File: config.mk
export PLATFORM = sky130hd
export DESIGN_NAME = jk_valve_bank
export DESIGN_NICKNAME = d
export VERILOG_FILES = /design/src/rtl/jk_valve_pkg.sv /design/src/rtl/jk_valve_cell.sv /design/src/rtl/jk_valve_bank.sv
export SDC_FILE = /design/constraint.sdc
export NUM_CORES = 1
export LEC_CHECK = 0
export BUFFER_PORTS_ARGS = -buffer_cell sky130_fd_sc_hd__buf_2
export CORE_MARGIN = 1
export CORE_UTILIZATION = 52
export DETAILED_ROUTE_END_ITERATION = 12
export PLACE_DENSITY_LB_ADDON = 0.3
export SLEW_MARGIN = 20
export SYNTH_ARGS = -nofsm -noshare
export SYNTH_HDL_FRONTEND = slang
export SYNTH_SLANG_ARGS = --single-unit
File: constraint.sdc
create_clock -name i_clk -period 2.2 [get_ports i_clk]
set_input_delay 0.55 -clock i_clk [delete_from_list [all_inputs] [get_ports i_clk]]
set_output_delay 0.55 -clock i_clk [all_outputs]
set_load 0.05 [all_outputs]
File: src/rtl/jk_valve_pkg.sv
// jk_valve_pkg: shared constants and helpers for the JK valve bank.
//   JK_* : 2-bit {j,k} operation codes
//   calc_tw : width of the per-channel hold timer for a given hold length
package jk_valve_pkg;

  localparam logic [1:0] JK_HOLD = 2'b00;
  localparam logic [1:0] JK_RST  = 2'b01;
  localparam logic [1:0] JK_SET  = 2'b10;
  localparam logic [1:0] JK_TGL  = 2'b11;

  // Timer must hold values 0..hold; keep at least one bit so the type stays legal.
  function automatic int unsigned calc_tw(input int unsigned hold);
    if (hold == 0) begin
      return 1;
    end
    return $clog2(hold + 1);
  endfunction

endpackage

File: src/rtl/jk_valve_cell.sv
// jk_valve_cell: one valve channel -- JK state bit, minimum-hold timer and
// registered rise/fall event pulses.
//   i_clk, i_reset      : clock, asynchronous active-low reset
//   i_en, i_j, i_k      : JK request for this channel
//   i_clr, i_load, i_d  : global clear / parallel load (scalars for this channel)
//   o_q                 : channel state
//   o_rise, o_fall      : one-cycle pulses on 0->1 / 1->0 of o_q
//   o_busy              : hold timer nonzero (JK requests ignored)
module jk_valve_cell
  import jk_valve_pkg::*;
#(
  parameter int unsigned HOLD_CYCLES = 3,
  parameter int unsigned TW          = 2
) (
  input  logic i_clk,
  input  logic i_reset,
  input  logic i_en,
  input  logic i_j,
  input  logic i_k,
  input  logic i_clr,
  input  logic i_load,
  input  logic i_d,
  output logic o_q,
  output logic o_rise,
  output logic o_fall,
  output logic o_busy
);

  logic r_q;
  logic r_rise;
  logic r_fall;
  logic w_jk_q;
  logic w_nq;
  logic w_timer_zero;

  always_comb begin
    w_jk_q = r_q;
    unique case ({i_j, i_k})
      JK_HOLD: w_jk_q = r_q;
      JK_RST:  w_jk_q = 1'b0;
      JK_SET:  w_jk_q = 1'b1;
      JK_TGL:  w_jk_q = ~r_q;
      default: w_jk_q = r_q;
    endcase
  end

  // clr > load > JK; JK only while the channel is not holding.
  always_comb begin
    w_nq = r_q;
    if (i_clr) begin
      w_nq = 1'b0;
    end else if (i_load) begin
      w_nq = i_d;
    end else if (i_en && w_timer_zero) begin
      w_nq = w_jk_q;
    end
  end

  always_ff @(posedge i_clk or negedge i_reset) begin
    if (!i_reset) begin
      r_q    <= 1'b0;
      r_rise <= 1'b0;
      r_fall <= 1'b0;
    end else begin
      r_q    <= w_nq;
      r_rise <= ~r_q & w_nq;
      r_fall <= r_q & ~w_nq;
    end
  end

  generate
    if (HOLD_CYCLES > 0) begin : g_hold
      localparam logic [TW-1:0] HoldLoad = TW'(HOLD_CYCLES);
      logic [TW-1:0] r_timer;
      logic [TW-1:0] w_timer_nxt;

      // Clear is an emergency shut-off and never leaves the channel holding.
      always_comb begin
        w_timer_nxt = r_timer;
        if (i_clr) begin
          w_timer_nxt = '0;
        end else if (w_nq != r_q) begin
          w_timer_nxt = HoldLoad;
        end else if (r_timer != '0) begin
          w_timer_nxt = r_timer - 1'b1;
        end
      end

      always_ff @(posedge i_clk or negedge i_reset) begin
        if (!i_reset) begin
          r_timer <= '0;
        end else begin
          r_timer <= w_timer_nxt;
        end
      end

      assign w_timer_zero = (r_timer == '0);
      assign o_busy       = ~w_timer_zero;
    end else begin : g_nohold
      assign w_timer_zero = 1'b1;
      assign o_busy       = 1'b0;
    end
  endgenerate

  assign o_q    = r_q;
  assign o_rise = r_rise;
  assign o_fall = r_fall;

endmodule

File: src/rtl/jk_valve_bank.sv
// jk_valve_bank: WIDTH independent JK valve channels with chatter protection.
//   i_clk, i_reset        : clock, asynchronous active-low reset
//   i_en, i_j, i_k        : per-channel JK enable and inputs
//   i_clr, i_load, i_d    : global synchronous clear / parallel load and data
//   o_q, o_qn             : channel state and its complement
//   o_rise, o_fall        : registered per-channel edge event pulses
//   o_busy                : per-channel hold timer active
module jk_valve_bank
  import jk_valve_pkg::*;
#(
  parameter int unsigned WIDTH       = 4,
  parameter int unsigned HOLD_CYCLES = 3
) (
  input  logic             i_clk,
  input  logic             i_reset,
  input  logic [WIDTH-1:0] i_en,
  input  logic [WIDTH-1:0] i_j,
  input  logic [WIDTH-1:0] i_k,
  input  logic             i_clr,
  input  logic             i_load,
  input  logic [WIDTH-1:0] i_d,
  output logic [WIDTH-1:0] o_q,
  output logic [WIDTH-1:0] o_qn,
  output logic [WIDTH-1:0] o_rise,
  output logic [WIDTH-1:0] o_fall,
  output logic [WIDTH-1:0] o_busy
);

  localparam int unsigned TW = calc_tw(HOLD_CYCLES);

  generate
    for (genvar gi = 0; gi < WIDTH; gi++) begin : g_cell
      jk_valve_cell #(
        .HOLD_CYCLES (HOLD_CYCLES),
        .TW          (TW)
      ) u_cell (
        .i_clk   (i_clk),
        .i_reset (i_reset),
        .i_en    (i_en[gi]),
        .i_j     (i_j[gi]),
        .i_k     (i_k[gi]),
        .i_clr   (i_clr),
        .i_load  (i_load),
        .i_d     (i_d[gi]),
        .o_q     (o_q[gi]),
        .o_rise  (o_rise[gi]),
        .o_fall  (o_fall[gi]),
        .o_busy  (o_busy[gi])
      );
    end
  endgenerate

  assign o_qn = ~o_q;

endmodule

# Word-level counts from Yosys, hierarchy flattened
# Cells that the tools add are included.
# word_totals
regBits	20
latch_bits	0
ram_bits	0
romBits	0
in_bits	20
mem_count	0
# op_classes
addsub	4
n_mul	0
n_div	0
n_lt_le_gt_ge	0
n_eq_ne	16
shift	0
n_mux	28
n_bitwise	21
reduce_logical	20
# ops
operator	count
$mux W2	12
$eq A2 B2 Y1 const B	8
$logic_not A2 Y1	8
$pmux W1 S4	4
$mux W1	12
$not A1 Y1	12
$reduce_bool A3 Y1	4
$and A1 B1 Y1	8
$eq A2 B1 Y1 const B	4
$reduce_bool A2 Y1	4
$sub A2 B1 Y2 const B	4
$logic_and A1 B1 Y1	4
$ne A1 B1 Y1	4
$not A4 Y4	1

# Logic depth before layout (Yosys ltp)
# Gate-level depths: netlist of the first run.
# depth
ltp_word	8
depth_mapped	6
mapped_depth_nobuf	6

# Modules after synthesis
# Synthesis of the first run repeated with hierarchy kept, for this count alone.
# unflattened
hier_cells	92
area_unflattened_um2	1036.0
# by_module_without_submodules
module	n_inst	cells_each	area_per_inst_um2	seq_area_each_um2
jk_valve_cell	4	22	255.2	125.1
jk_valve_bank	1	4	15.0	0.0

# Worst setup path before layout of the first run
# No wires, ideal clock.
# synth_timing
path_type	reg-to-reg
startpoint	reg g_cell[0].u_cell.g_hold.r_timer[0]
endpoint	reg g_cell[0].u_cell.g_hold.r_timer[1]
setup_time_ns	0.082
arrival_ns	1.412
t_required_ns	2.118
setup_slack_ns	0.707
stages_incl_launch_ff	7
n_path_buf	0
synth_period_minus_slack_ns	1.493
cell_sequence	dfrtp_1 > inv_1 > ha_1 > a31o_1 > a32oi_1 > ha_1 > a31oi_1
# synth_between
elab_chain_cells	8
elab_cells_between_ends	12
classes_between	add/sub: 1; eq/ne: 1; mux: 6; reduce/logical: 4
# synth_rtl
element	line_no	source
start, declared	jk_valve_cell.sv:74	logic [TW-1:0] r_timer;
start signal, assigned	jk_valve_cell.sv:93	r_timer <= w_timer_nxt;
$logic_not A2 Y1	jk_valve_cell.sv:97	assign w_timer_zero = (r_timer == '0);
$logic_and A1 B1 Y1	jk_valve_cell.sv:54	end else if (i_en && w_timer_zero) begin
$mux W1	jk_valve_cell.sv:54	
$mux W1	jk_valve_cell.sv:52	end else if (i_load) begin
$mux W1	jk_valve_cell.sv:50	if (i_clr) begin
$ne A1 B1 Y1	jk_valve_cell.sv:82	end else if (w_nq != r_q) begin
$mux W2	jk_valve_cell.sv:82	
$mux W2	jk_valve_cell.sv:80	if (i_clr) begin
# Several ways; a longest one is shown, not always the timed one. The select of a mux whose other input is x is not followed.
# A chain may end at the register's enable or synchronous reset.

# Worst setup path after layout of the first run
# layout_timing
startpoint	reg g_cell[3].u_cell.g_hold.r_timer[0]
endpoint	out o_busy[3]
# layout_between
elab_chain_cells	2
# layout_rtl
element	line_no	source
start, declared	jk_valve_cell.sv:74	
start signal, assigned	jk_valve_cell.sv:93	
$logic_not A2 Y1	jk_valve_cell.sv:97	
$not A1 Y1	jk_valve_cell.sv:98	assign o_busy = ~w_timer_zero;
end, declared	jk_valve_bank.sv:26	output logic [WIDTH-1:0] o_busy
# No other way between the ends.

==> flow_summary.toml, run 1 <==
[logic_synthesis]
synth_nets = 136
synth_edf_count = 0
postSynth.asyncResetShare_pct = 100
ys_types = 17
netlist_top_cells_area = "dfrtp_1 (44%), ha_1 (13%), buf_4 (11%)"
seq_area_frac_synth_pct = 44.5
synth.largest_area_cell = "dfrtp_1"
synth_compound_area_share_pct = 13.8
yosys.area.top_type_share_pct = 44.5
syn_area_um2 = 1120
syn-instance-count = 104
yosys.area_share.simple_pct = 7.56
synth-seq-cells = 20
muxShareOfSynthArea_pct = 0
synth-xor-area-share_pct = 3.11
synth_top_family_by_area = "buffers and inverters"
yosys_warnings = 0
synth_fa_ha_area_share_pct = 13.3
syn_area_per_cell_um2 = 10.8
synth-main-ff-cell = "dfrtp_1"

[detailed_routing]
first_pass_iters = 4
vias = 806
drc = 0
routed_wl_um = 2000
initialDrtViolationCount = 24
wl_per_cell_um = 12.8
via_per_inst = 5.17
antenna_left = 0

[clocking]
cts_tree = "done"
root_buffer = "clkbuf_4"
clkTransAtPathRegs_ps = 110
cts_hold_repair.buffers = 0
worstSkewPairLatency_ps = 300
cts_resized = 0
h-tree-depth = 1
post_cts_buffers = 0
clock-sinks = 20
cts_buffers = 3
cts_buffer_depth = 2

[die]
dieArea_um2 = 2350
io_pins = 40
die_h_um = 48.5
std_cell_rows = 16
core_um2 = 2000
die_w_um = 48.5
start_util_pct = 56.2

[sta]
tightest_slew_ps = 446
fin_crit_sh_pct = 85.2
setup_violations = 0
rsz0062_at_grt = "no"
fmax_mhz = 534
drv_slew = 0
setup-tns-final_ps = 0
finalHoldViolations = 0
skew_ps = 2.25
slew-limit-headroom_pct = 70.3
period_minus_slack_ps = 1870

[final_layout]
areaGrowthSynthToFinish_pct = 11.2
diodes = 0
multiInputGateArea_um2 = 425
drive_gt1_share_pct = 36.4
seq_area_um2 = 500
fill_cells = 170
final_nets = 162

[worst_setup_path]
arrival_ps = 1320
crit_fanout = 6
setup.worst_path.end_class = "output pin"
worst_ep_required_time_ps = 1650
path_class = "flop to output pin"
r2r_slack_ps = 540
cp-start-kind = "flop"

[global_routing]
antenna_found_initial = 0
grt_overflow = 0
track_usage_pct = 18.7
grt_pass1_vias = 759
grt_max_degree = 21
grt_pass1_wl_um = 3330

[job]
drv_cap = 0

[pwr]
p_leak_nw = 0.663
ir_drop_uv = 700
power_density_nw_per_um2 = 1130
power_w = 0.00142

[worst_hold_path]
min_path_type = "input port to async pin"

[placement]
port_buffers = 39
hpwl_um = 1540
gp_congestion = 0.781

[outcome]
status = "finished clean"
==> kinds of logic (layout without fill, tap and decap cells) <==
group,after synthesis,in the layout
DFF,20,20
and+or+nand+nor,14,14
adders and majority gates,12,12
AOI/OAI and AO/OA,20,20
buffers and inverters,34,59
xor gates and xnor gates,4,4
==> final cells by class <==
type / instances / area share, %
Clock buffer: 4 / 2.90
Tap cell: 27 / 2.70
Multi-Input combinational cell: 50 / 34.0
Timing Repair Buffer: 39 / 15.6
Inverter: 16 / 4.80
Sequential cell: 20 / 40.0
==> cell usage in the layout, fill, tap and decap left out <==
| cell type | netlist | layout |
|---|---|---|
| a21oi_1 | 4 | 4 |
| clkbuf_4 | 0 | 3 |
| dfrtp_1 | 20 | 20 |
| inv_1 | 16 | 16 |
| a32oi_1 | 4 | 4 |
| a31o_1 | 4 | 4 |
| nand2_1 | 4 | 4 |
| clkbuf_8 | 0 | 1 |
| nor2_4 | 1 | 1 |
| nor2b_2 | 1 | 1 |
| or2_1 | 2 | 2 |
| xor2_1 | 4 | 4 |
| a31oi_1 | 4 | 4 |
| buf_2 | 0 | 39 |
| ha_1 | 12 | 12 |
| nand4_1 | 4 | 4 |
| a32o_1 | 4 | 4 |
| or2_2 | 2 | 2 |
==> state kept, by name (all words and copies together) (netlist names) <==
name                          count
g_cell.u_cell.g_hold.r_timer      8
g_cell.u_cell.o_fall              4
g_cell.u_cell.o_q                 4
g_cell.u_cell.o_rise              4
==> synth_stat cells (4+ instances only) <==
cell     instances
nand2_1          4
a31o_1           4
inv_1           16
nand4_1          4
a21oi_1          4
a32oi_1          4
dfrtp_1         20
ha_1            12
xor2_1           4
buf_4           17
a31oi_1          4
a32o_1           4
==> metrics by stage <==
step	worst slack (ps)	util (%)	hold slack (ps)	area [um2]	instances
5_1_grt	220	62.5	191	1250	156
4_1_cts	300	62.5	180	1250	156
3_3_place_gp	540	60.7	521	1210	152
3_5_place_dp	490	60.7	522	1210	152
6_report	326	62.5	176	1250	156
2_1_floorplan	707	-	254	1120	104
==> worst max-delay path: stages (launching register included) <==
cell and delay, ps:
dfrtp_1 380, inv_1 50, ha_1 270, inv_1 70
buf_2 250
==> report_power, final <==
part | total, W | switching (W) | internal [W]
Combinational | 0.000711 | 0.000483 | 0.000229
Clock | 0.000210 | 0.000109 | 0.000101
Sequential | 0.000497 | 0.0000501 | 0.000447
Total | 0.00142 | 0.000641 | 0.000777
==> per-layer routing <==
metal	wire [um]	part of all wire, %	up-vias	track usage (%)
met5	0	0	-	0
met4	58	2.9	0	10.8
met3	116	5.8	6	3.77
met2	1010	51	30	30.8
met1	807	40	379	22.9
li1	-	-	391	-
==> path summary, 6_finish.rpt <==
path	startpoint	to	depth (start not counted)
worst max-delay path	g_cell[3].u_cell.g_hold.r_timer[0]	o_busy[3]	4
worst min-delay path	i_reset	g_cell[2].u_cell.g_hold.r_timer[1]	1
worst max register to register	g_cell[1].u_cell.g_hold.r_timer[0]	g_cell[1].u_cell.g_hold.r_timer[1]	6
worst min register to register	g_cell[2].u_cell.g_hold.r_timer[1]	g_cell[2].u_cell.g_hold.r_timer[1]	2
max in group asynchronous	i_reset	g_cell[1].u_cell.g_hold.r_timer[1]	1
min in group i_clk	i_d[2]	g_cell[2].u_cell.o_q	2
No activity file was read; power rests on OpenSTA's default activity.
==> run 2: changes to the inputs <==
--- a/config.mk
+++ b/config.mk
@@ -5,9 +5,10 @@
 export SDC_FILE = /design/constraint.sdc
 export NUM_CORES = 1
 export LEC_CHECK = 0
+export ABC_AREA = 1
 export BUFFER_PORTS_ARGS = -buffer_cell sky130_fd_sc_hd__buf_2
 export CORE_MARGIN = 1
-export CORE_UTILIZATION = 52
+export CORE_UTILIZATION = 53
 export DETAILED_ROUTE_END_ITERATION = 12
 export PLACE_DENSITY_LB_ADDON = 0.3
 export SLEW_MARGIN = 20
==> run 2 against run 1 <==
Effect of this change: flip-flop and latch count stayed put; fmax is 0.38% lower; wire length is 0.10% lower; count of clock-buffer cells in the layout is 1 lower; synthesized area is 5.2% higher; core utilization is 2.3 points higher; synthesized cell count is 34% higher; critical path type unchanged; setup slack worse by 7.2 ps; global-route usage is 0.26 points lower; total power is 25% lower; die area is 3.1% higher; register-to-register slack worse by 20 ps.
==> flow_summary.toml, run 2 <==
[die]
core_um2 = 2020
std_cell_rows = 16
start_util_pct = 58.5
dieArea_um2 = 2430
die_h_um = 49.3
io_pins = 40
die_w_um = 49.3

[worst_setup_path]
path_cells = "inv_1 > ha_1 > inv_1 > buf_2"
crit_buf_inv = 3
cp_slowest_cell = "dfrtp_1"
worst_ep_required_time_ps = 1650
setup.worst_path.end_class = "output pin"
path_class = "flop to output pin"
arrival_ps = 1330
cp-start-kind = "flop"
crit_top_cell = "inv_1"
crit_fanout = 6
crit_path_max_incr_delay_ps = 370
r2r_slack_ps = 520
crit_family = "buffers and inverters"

[final_layout]
layout_commonest_cell = "buf_2"
drive_gt1_share_pct = 31.1
final_nets = 198
fill_cells = 175
largest-register = "g_cell.u_cell.g_hold.r_timer"
seq_area_um2 = 500
final_util_pct = 64.8
layout.cells.non_filler = 191
layout_common_cells = "buf_2 (39), inv_1 (25), nand2_1 (22)"
diodes = 0
multiInputGateArea_um2 = 445
largest_reg_flops = 8
areaGrowthSynthToFinish_pct = 10.7

[logic_synthesis]
yosys.area.top_type_share_pct = 42.3
postSynth.asyncResetShare_pct = 100
synth-seq-cells = 20
synth.largest_area_cell = "dfrtp_1"
yosys_warnings = 0
syn_area_um2 = 1180
seq_area_frac_synth_pct = 42.3
syn-instance-count = 139
syn_area_per_cell_um2 = 8.52
synthMostInstantiatedCell = "inv_1"
ys_types = 15
synth-main-ff-cell = "dfrtp_1"
synth_nets = 171
netlist_top_cells_area = "dfrtp_1 (42%), ha_1 (13%), buf_4 (10%)"
synth_edf_count = 0
synth_common_cells = "inv_1 (25), nand2_1 (22), dfrtp_1 (20), buf_4 (16)"

[placement]
dp.cells = 188
preCtsSetupSlack_ps = 499
hpwl_um = 1610
port_buffers = 39
gp_congestion = 0.790

[detailed_routing]
initialDrtViolationCount = 6
wl_per_cell_um = 10.4
drc = 0
vias = 876
via_per_inst = 4.59
first_pass_iters = 4
routed_wl_um = 2000
antenna_left = 0

[global_routing]
busiest_layer = "met2"
track_usage_pct = 18.5
grt_max_degree = 21
grt_pass1_wl_um = 3480
use_met1_pct = 22.5
grt_pass1_vias = 848
antenna_found_initial = 0
grt.met3_usage_pct = 1.87
grt_overflow = 0
use_met2_pct = 33.1

[clocking]
root_buffer = "clkbuf_4"
clkTransAtPathRegs_ps = 110
cts_buffers = 3
cts_hold_repair.buffers = 0
h-tree-depth = 1
cts_tree = "done"
clock-sinks = 20
cts_buffer_depth = 2
worstSkewPairLatency_ps = 290
post_cts_buffers = 0
cts_resized = 0

[sta]
finalHoldViolations = 0
fin_crit_sh_pct = 85.5
skew_ps = 0.234
setup_violations = 0
drv_slew = 0
fmax_mhz = 532
finalWorstSetupSlack_ps = 319
setup-tns-final_ps = 0
period_minus_slack_ps = 1880
slew-limit-headroom_pct = 70.0
tightest_slew_ps = 450
rsz0062_at_grt = "no"

[pwr]
p_leak_nw = 0.772
ir_drop_uv = 529
power_density_nw_per_um2 = 815

[outcome]
status = "finished clean"

[job]
drv_cap = 0

[worst_hold_path]
min_path_type = "input port to async pin"
[run 2: cell types whose count changed after synthesis, sizes merged, moves of 2 or more]
cell,delta
nand3,+8
nand2,+22
a31o,-4
a32oi,-4
nand4,-4
a31oi,+2
inv,+10
xor2,-4
a32o,-4
nor2,+11
clkinv,+4
[run 2: per-stage QoR]
step / power (W) / hold WS [ps] / instance area, um2
2_1_floorplan: 0.000856 / 254 / 1180
3_3_place_gp: 0.000890 / 514 / 1290
3_5_place_dp: 0.000911 / 520 / 1290
4_1_cts: 0.00108 / 196 / 1310
5_1_grt: 0.00115 / 222 / 1310
6_report: 0.00107 / 191 / 1310
[run 2: cells by family (layout without fill, tap and decap cells)]
logic type	Yosys count	after routing	share of synthesized area, %
and+or+nand+nor	50	50	20.1
buffers and inverters	47	72	20.1
DFF	20	20	42.3
adders and majority gates	12	12	12.7
AOI/OAI and AO/OA	10	10	4.86
[run 2: per-layer routing]
layer	share of wire (%)	wire length [um]	vias to the layer above
met5	0	0	-
met4	0.70	14	0
met3	3.4	68	2
li1	-	-	455
met1	45	893	398
met2	51	1020	21
[run 2: worst paths after layout]
check	from	endpoint	cells past startpoint
max	g_cell[0].u_cell.g_hold.r_timer[0]	o_busy[0]	4
min	i_reset	g_cell[3].u_cell.g_hold.r_timer[0]	1
max reg2reg	g_cell[0].u_cell.g_hold.r_timer[0]	g_cell[0].u_cell.g_hold.r_timer[0]	11
min reg2reg	g_cell[0].u_cell.g_hold.r_timer[0]	g_cell[0].u_cell.g_hold.r_timer[0]	2
max in group asynchronous	i_reset	g_cell[0].u_cell.g_hold.r_timer[0]	1
min in group i_clk	g_cell[0].u_cell.g_hold.r_timer[0]	g_cell[0].u_cell.g_hold.r_timer[0]	2
[run 2: layout make-up]
cell class	count	share of cell area, %
Sequential cell	20	38.2
Multi-Input combinational cell	72	34.0
Tap cell	27	2.58
Clock buffer	3	1.72
Inverter	30	8.60
Timing Repair Buffer	39	14.9
[run 2: power breakdown]
group	switching, W	total [W]	internal, W	leakage, nW
clock	0.000103	0.000167	0.0000635	0.0138
combinational	0.000325	0.000459	0.000134	0.501
sequential	0.0000270	0.000443	0.000416	0.258
[run 2: worst register-to-register path: cells and delay by family (launching register included)]
family          cells  cell delay, ps
compound gates      2             200
flops               1             400
fa+ha+maj           2             510
buf+inv             3             180
simple gates        4             260
